$ cat config.mk
export PLATFORM = sky130hd
export DESIGN_NAME = led_blink_driver_flat
export DESIGN_NICKNAME = d
export VERILOG_FILES = /design/src/rtl/led_blink_if.sv /design/src/rtl/led_blink_driver.sv /design/src/flat_wrapper.sv
export SDC_FILE = /design/constraint.sdc
export NUM_CORES = 1
export LEC_CHECK = 0
export CAP_MARGIN = 20
export CELL_PAD_IN_SITES_DETAIL_PLACEMENT = 1
export CELL_PAD_IN_SITES_GLOBAL_PLACEMENT = 1
export CORE_ASPECT_RATIO = 1.25
export CORE_MARGIN = 8
export CORE_UTILIZATION = 40
export DETAILED_ROUTE_END_ITERATION = 10
export GPL_ROUTABILITY_DRIVEN = 0
export PLACE_DENSITY = 0.78
export SLEW_MARGIN = 25
export SYNTH_ARGS = -nofsm -noshare
export SYNTH_HDL_FRONTEND = slang
export SYNTH_SLANG_ARGS = --single-unit
$ cat constraint.sdc
create_clock -name Clk -period 2.5 [get_ports Clk]
set_input_delay 0.375 -clock Clk [delete_from_list [all_inputs] [get_ports Clk]]
set_output_delay 0.375 -clock Clk [all_outputs]
set_load 0.01 [all_outputs]
$ cat src/rtl/led_blink_if.sv
// Event-to-blink handshake bundle: the requester drives Trig, the driver reports
// LED state, queue depth and dropped requests.
interface led_blink_if #(
    parameter int PEND_W = 4
);
    logic              Trig;
    logic              Led;
    logic              Busy;
    logic [PEND_W-1:0] Pend_Cnt;
    logic              Overflow;

    modport master (
        output Trig,
        input  Led,
        input  Busy,
        input  Pend_Cnt,
        input  Overflow
    );

    modport slave (
        input  Trig,
        output Led,
        output Busy,
        output Pend_Cnt,
        output Overflow
    );
endinterface

$ cat src/rtl/led_blink_driver.sv
// Turns 1-cycle event flags into visible LED blinks with guaranteed ON/OFF times.
// Requests arriving during a blink are queued in a saturating counter.
module led_blink_driver #(
    parameter int ON_CNT   = 10_000_000,
    parameter int OFF_CNT  = 10_000_000,
    parameter int CNT_W    = 24,
    parameter int MAX_PEND = 15,
    parameter int PEND_W   = 4
) (
    input  logic        Clk,
    input  logic        Reset,
    led_blink_if.slave  blink
);
    typedef enum logic [1:0] {
        S_IDLE = 2'd0,
        S_ON   = 2'd1,
        S_OFF  = 2'd2
    } state_t;

    localparam logic [CNT_W-1:0]  ON_LAST  = CNT_W'(ON_CNT - 1);
    localparam logic [CNT_W-1:0]  OFF_LAST = CNT_W'(OFF_CNT - 1);
    localparam logic [PEND_W-1:0] PEND_MAX = PEND_W'(MAX_PEND);
    localparam logic [PEND_W-1:0] PEND_ONE = PEND_W'(1);

    state_t            state_reg, state_next;
    logic [CNT_W-1:0]  timer_reg, timer_next;
    logic [PEND_W-1:0] pend_reg, pend_next;
    logic              led_reg, led_next;
    logic              busy_reg, busy_next;
    logic              overflow_reg, overflow_next;
    logic              start;
    logic              accept;

    always_ff @(posedge Clk) begin
        if (Reset) begin
            state_reg    <= S_IDLE;
            timer_reg    <= '0;
            pend_reg     <= '0;
            led_reg      <= 1'b0;
            busy_reg     <= 1'b0;
            overflow_reg <= 1'b0;
        end else begin
            state_reg    <= state_next;
            timer_reg    <= timer_next;
            pend_reg     <= pend_next;
            led_reg      <= led_next;
            busy_reg     <= busy_next;
            overflow_reg <= overflow_next;
        end
    end

    always_comb begin
        state_next = state_reg;
        timer_next = timer_reg;
        start      = 1'b0;
        case (state_reg)
            S_IDLE: begin
                timer_next = '0;
                if (pend_reg != '0) begin
                    state_next = S_ON;
                    start      = 1'b1;
                end
            end
            S_ON: begin
                if (timer_reg == ON_LAST) begin
                    state_next = S_OFF;
                    timer_next = '0;
                end else begin
                    timer_next = timer_reg + CNT_W'(1);
                end
            end
            S_OFF: begin
                // Queued blinks restart straight from OFF so the period stays ON+OFF.
                if (timer_reg == OFF_LAST) begin
                    timer_next = '0;
                    if (pend_reg != '0) begin
                        state_next = S_ON;
                        start      = 1'b1;
                    end else begin
                        state_next = S_IDLE;
                    end
                end else begin
                    timer_next = timer_reg + CNT_W'(1);
                end
            end
            default: begin
                state_next = S_IDLE;
                timer_next = '0;
            end
        endcase
    end

    // A full queue still takes a request on an edge that also starts a blink.
    always_comb begin
        accept        = blink.Trig && ((pend_reg < PEND_MAX) || start);
        overflow_next = blink.Trig && !accept;
        pend_next     = pend_reg;
        case ({accept, start})
            2'b10:   pend_next = pend_reg + PEND_ONE;
            2'b01:   pend_next = pend_reg - PEND_ONE;
            default: pend_next = pend_reg;
        endcase
        led_next  = (state_next == S_ON);
        busy_next = (state_next != S_IDLE);
    end

    assign blink.Led      = led_reg;
    assign blink.Busy     = busy_reg;
    assign blink.Pend_Cnt = pend_reg;
    assign blink.Overflow = overflow_reg;
endmodule
$ cat src/flat_wrapper.sv
// flat-port wrapper written by rule: the top's interface ports become plain ports
module led_blink_driver_flat 
#(
    parameter int ON_CNT   = 10_000_000,
    parameter int OFF_CNT  = 10_000_000,
    parameter int CNT_W    = 24,
    parameter int MAX_PEND = 15,
    parameter int PEND_W   = 4
)
  (Clk, Reset, blink_Trig, blink_Led, blink_Busy, blink_Pend_Cnt, blink_Overflow);
  led_blink_if #(.PEND_W(PEND_W)) blink_i ();
  input  logic Clk;
  input  logic Reset;
  input wire logic [$bits(blink_i.Trig)-1:0] blink_Trig;
  output wire logic [$bits(blink_i.Led)-1:0] blink_Led;
  output wire logic [$bits(blink_i.Busy)-1:0] blink_Busy;
  output wire logic [$bits(blink_i.Pend_Cnt)-1:0] blink_Pend_Cnt;
  output wire logic [$bits(blink_i.Overflow)-1:0] blink_Overflow;
  assign blink_i.Trig = blink_Trig;
  assign blink_Led = blink_i.Led;
  assign blink_Busy = blink_i.Busy;
  assign blink_Pend_Cnt = blink_i.Pend_Cnt;
  assign blink_Overflow = blink_i.Overflow;
  led_blink_driver #(.ON_CNT(ON_CNT), .OFF_CNT(OFF_CNT), .CNT_W(CNT_W), .MAX_PEND(MAX_PEND), .PEND_W(PEND_W)) u_core (.Clk(Clk), .Reset(Reset), .blink(blink_i));
endmodule
==> impl_metrics.prom <==
# TYPE chip_impl_metric gauge
chip_impl_info{name="status",value="finished with violations"} 1
chip_impl_info{name="violated_checks",value="setup timing"} 1
chip_impl_info{name="netlist_top_cells_area",value="sky130_fd_sc_hd__dfxtp_1, sky130_fd_sc_hd__nor2_1, sky130_fd_sc_hd__xnor2_1"} 1
chip_impl_info{name="rsz0062_at_grt",value="true"} 1
chip_impl_metric{name="synthArstFlopShare",unit=""} 0
chip_impl_metric{name="worst_path_largest_cell_delay",unit="ns"} 0.54
chip_impl_metric{name="first_pass_grt_wire_length",unit="um"} 6790
chip_impl_metric{name="timing.max_slew.rel_slack",unit=""} 0.632
chip_impl_metric{name="die_w",unit="um"} 72.6
chip_impl_metric{name="crit_required",unit="ns"} 2.67
chip_impl_metric{name="final_nets",unit=""} 226
chip_impl_metric{name="number_of_synthesized_flops_with_an_enable_pin",unit=""} 0
chip_impl_metric{name="cts_inserted_buffers",unit=""} 5
chip_impl_metric{name="largest_net_degree_at_the_start_of_global_routing",unit=""} 25
chip_impl_metric{name="synth-seq-cells",unit=""} 33
chip_impl_info{name="hold_path_class",value="reg -> reg"} 1
chip_impl_metric{name="route.antenna.remaining_nets",unit=""} 0
chip_impl_metric{name="hold_slack",unit="ns"} 0.520
chip_impl_metric{name="yosysUniqueCellTypes",unit=""} 38
chip_impl_metric{name="worst_ir_drop_on_vdd",unit="uV"} 352
chip_impl_metric{name="drc_violation_total_after_the_first_tritonroute_iteration",unit=""} 71
chip_impl_metric{name="diodes",unit=""} 0
chip_impl_metric{name="clock_skew",unit="ns"} 0.00317
chip_impl_metric{name="i_o_pin_total",unit=""} 10
chip_impl_metric{name="switching_share",unit=""} 0.312
chip_impl_info{name="timing.critical_path.max_delay_family",value="simple AND/OR/NAND/NOR gates"} 1
chip_impl_info{name="clock-root-buffer",value="sky130_fd_sc_hd__clkbuf_8"} 1
chip_impl_metric{name="fin_crit_sh",unit=""} 1.04
chip_impl_metric{name="drt_wl_total",unit="um"} 3960
chip_impl_info{name="slowest_stage",value="sky130_fd_sc_hd__or4_4"} 1
chip_impl_metric{name="synth.yosys.seq_area_share",unit=""} 0.413
chip_impl_metric{name="drt_first_pass_iters",unit=""} 4
chip_impl_info{name="tritoncts",value="done"} 1
chip_impl_info{name="criticalPathCategory",value="reg -> reg"} 1
chip_impl_metric{name="cell_internal_pwr",unit="mW"} 1.03
chip_impl_metric{name="via_count_of_the_first_global_routing_pass",unit=""} 1534
chip_impl_metric{name="core-area",unit="mm2"} 0.00382
chip_impl_metric{name="worst_skew_pair.late_latency",unit="ns"} 0.28
chip_impl_metric{name="largest_register_ffs",unit=""} 24
chip_impl_metric{name="timing.setup.tns",unit="ns"} -0.143
chip_impl_metric{name="dieHeight",unit="um"} 86.7
chip_impl_metric{name="critical_path_buf_inv_count",unit=""} 0
chip_impl_info{name="yosysMostFrequentCell",value="sky130_fd_sc_hd__nor2_1"} 1
chip_impl_metric{name="power_density",unit="mW/mm2"} 731
chip_impl_metric{name="syn_to_final_growth",unit="%"} 28.0
chip_impl_metric{name="netSwitchingPower",unit="mW"} 0.468
chip_impl_metric{name="leakage",unit="nW"} 0.751
chip_impl_metric{name="bufs_on_longest_clock_path",unit=""} 2
chip_impl_metric{name="post-cts-setup-buffers",unit=""} 0
chip_impl_metric{name="worst_slew_pin_slew",unit="ns"} 0.551
chip_impl_metric{name="post-route-util",unit=""} 0.537
chip_impl_metric{name="synth.net_count",unit=""} 193
chip_impl_metric{name="power.combinational.fraction",unit=""} 0.337
chip_impl_metric{name="design.die.area",unit="mm2"} 0.00630
chip_impl_metric{name="wl_per_cell",unit="um"} 14.7
chip_impl_metric{name="setup_viol",unit=""} 2
chip_impl_metric{name="port-buffer-count",unit=""} 9
chip_impl_metric{name="avgViaCountPerCell",unit=""} 5.09
chip_impl_metric{name="cts_stage_hold_buffer_count",unit=""} 0
chip_impl_info{name="synth_top_cells_by_count",value="sky130_fd_sc_hd__nor2_1, sky130_fd_sc_hd__dfxtp_1, sky130_fd_sc_hd__nand3_1, sky130_fd_sc_hd__xnor2_1, sky130_fd_sc_hd__xor2_1"} 1
chip_impl_metric{name="cts_num_sinks",unit=""} 33
chip_impl_metric{name="htree_depth",unit=""} 2
chip_impl_metric{name="cp.arrival",unit="ns"} 2.77
chip_impl_metric{name="path_clk_slew",unit="ns"} 0.06
chip_impl_metric{name="final_layout_size_suffix_gt1_frac",unit=""} 0.227
chip_impl_metric{name="final.setup.worst_slack",unit="ns"} -0.0988
chip_impl_metric{name="sequentialPowerShare",unit=""} 0.420
chip_impl_metric{name="critical_path.max_fanout",unit=""} 2
chip_impl_metric{name="via_count",unit=""} 1375
chip_impl_metric{name="report.final.hold_viol_count",unit=""} 0
chip_impl_metric{name="p_clk_frac",unit=""} 0.243
chip_impl_info{name="setup.worst_path.start_class",value="register"} 1
chip_impl_metric{name="start_util",unit=""} 0.420
chip_impl_metric{name="num_rows",unit=""} 25
chip_impl_metric{name="final-max-slew-violation-count",unit=""} 0
chip_impl_metric{name="synth_largest_type_area_fraction",unit=""} 0.413
chip_impl_info{name="ys.flop_type",value="sky130_fd_sc_hd__dfxtp_1"} 1
chip_impl_metric{name="maximum_capacitance_violations",unit=""} 0
chip_impl_metric{name="synth.cell_area",unit="mm2"} 0.00160
chip_impl_metric{name="total_power",unit="mW"} 1.50
chip_impl_info{name="crit_path_end_kind",value="register"} 1
chip_impl_metric{name="grt_overflow",unit=""} 0
chip_impl_metric{name="synthesis_warnings",unit=""} 0
chip_impl_metric{name="syn-instance-count",unit=""} 184
chip_impl_metric{name="dp_hpwl",unit="um"} 3030
chip_impl_metric{name="drt_drc_violations_left",unit=""} 0
chip_impl_metric{name="fmax",unit="GHz"} 0.385
chip_impl_metric{name="syn_avg_cell_area",unit="um2"} 8.70
chip_impl_info{name="worstPathCellList",value="or4_4 > nor3_2 > a41oi_2 > or3_4 > xnor2_2 > ha_2 > and3_1 > mux2i_1 > mux2_2"} 1
chip_impl_metric{name="min_period",unit="ns"} 2.60
chip_impl_info{name="synth_top_cell_by_area",value="sky130_fd_sc_hd__dfxtp_1"} 1
chip_impl_metric{name="grt_antenna_before_repair",unit=""} 0
chip_impl_metric{name="track_usage",unit=""} 0.137
[per-stage QoR]
stage / worst slack (ns) / std cells / cell area (um2)
finish: -0.0988 / 270 / 2050
CTS: -0.0992 / 270 / 2030
detailed placement: -0.163 / 264 / 1950
floorplan: -0.106 / 184 / 1640
global placement: -0.111 / 264 / 1950
global route: -0.213 / 270 / 2050
[layer usage]
layer,up-vias,part of all wire,GRT usage
met5,-,0,0
met4,0,0.020,0.0602
met3,8,0.033,0.0427
met2,19,0.54,0.254
met1,663,0.41,0.134
li1,685,-,-
[cells in the final DEF, fill, tap and decap left out, drive strengths merged, types with 6 or more instances in the layout]
| master | synthesis | routed |
|---|---|---|
| dfxtp | 33 | 33 |
| xor2 | 11 | 11 |
| buf | 2 | 22 |
| inv | 7 | 7 |
| nor3 | 7 | 7 |
| clkdlybuf4s50 | 0 | 9 |
| nand2 | 10 | 10 |
| xnor2 | 11 | 11 |
| nor2 | 35 | 35 |
| ha | 6 | 6 |
| nand3 | 11 | 11 |
[path summary, 6_finish.rpt]
path,startpoint,endpoint,slack [ns],cells past startpoint
max reg2reg,u_core.timer_reg[17]$_SDFF_PP0_,u_core.blink.Pend_Cnt[2]$_SDFFE_PP0P_,-0.1,9
max,u_core.timer_reg[17]$_SDFF_PP0_,u_core.blink.Pend_Cnt[2]$_SDFFE_PP0P_,-0.1,9
min reg2reg,u_core.timer_reg[18]$_SDFF_PP0_,u_core.timer_reg[18]$_SDFF_PP0_,0.52,2
min,u_core.timer_reg[18]$_SDFF_PP0_,u_core.timer_reg[18]$_SDFF_PP0_,0.52,2
[worst reg2reg max path, delay by kind of cell, from the launching register on]
family | cells | cell delay (ns)
AOI/OAI and AO/OA | 1 | 0.13
adders and majority gates | 1 | 0.18
xor gates and xnor gates | 1 | 0.15
DFF | 1 | 0.31
muxes | 2 | 0.48
and+or+nand+nor | 4 | 1.25
[power by group through the flow]
stage	Combinational [mW]	Sequential (mW)	Clock, mW
global placement	0.474	0.636	0
finish	0.505	0.630	0.365
CTS	0.500	0.631	0.383
global route	0.552	0.640	0.405
detailed placement	0.496	0.641	0
floorplan	0.292	0.641	0
[cells by family after synthesis]
logic type,share of synthesized area
DFF,0.412
muxes,0.0336
buffers and inverters,0.0297
xor gates and xnor gates,0.120
and+or+nand+nor,0.310
adders and majority gates,0.0469
AOI/OAI and AO/OA,0.0469
[layout make-up]
class	instances	area [um2]
Sequential cell	33	663
Timing Repair Buffer	31	268
Tap cell	54	67.6
Fill cell	477	1770
Inverter	7	26.3
Clock inverter	1	5.00
Clock buffer	5	68.8
Multi-Input combinational cell	139	952
[timing repair]
item / in CTS / in global routing
pin swaps: 3 / 2
gates resized for setup: 1 / 6
gates cloned: 0 / 0
endpoints found under the setup margin: 2 / 5
(Power assumes the default switching activity.)
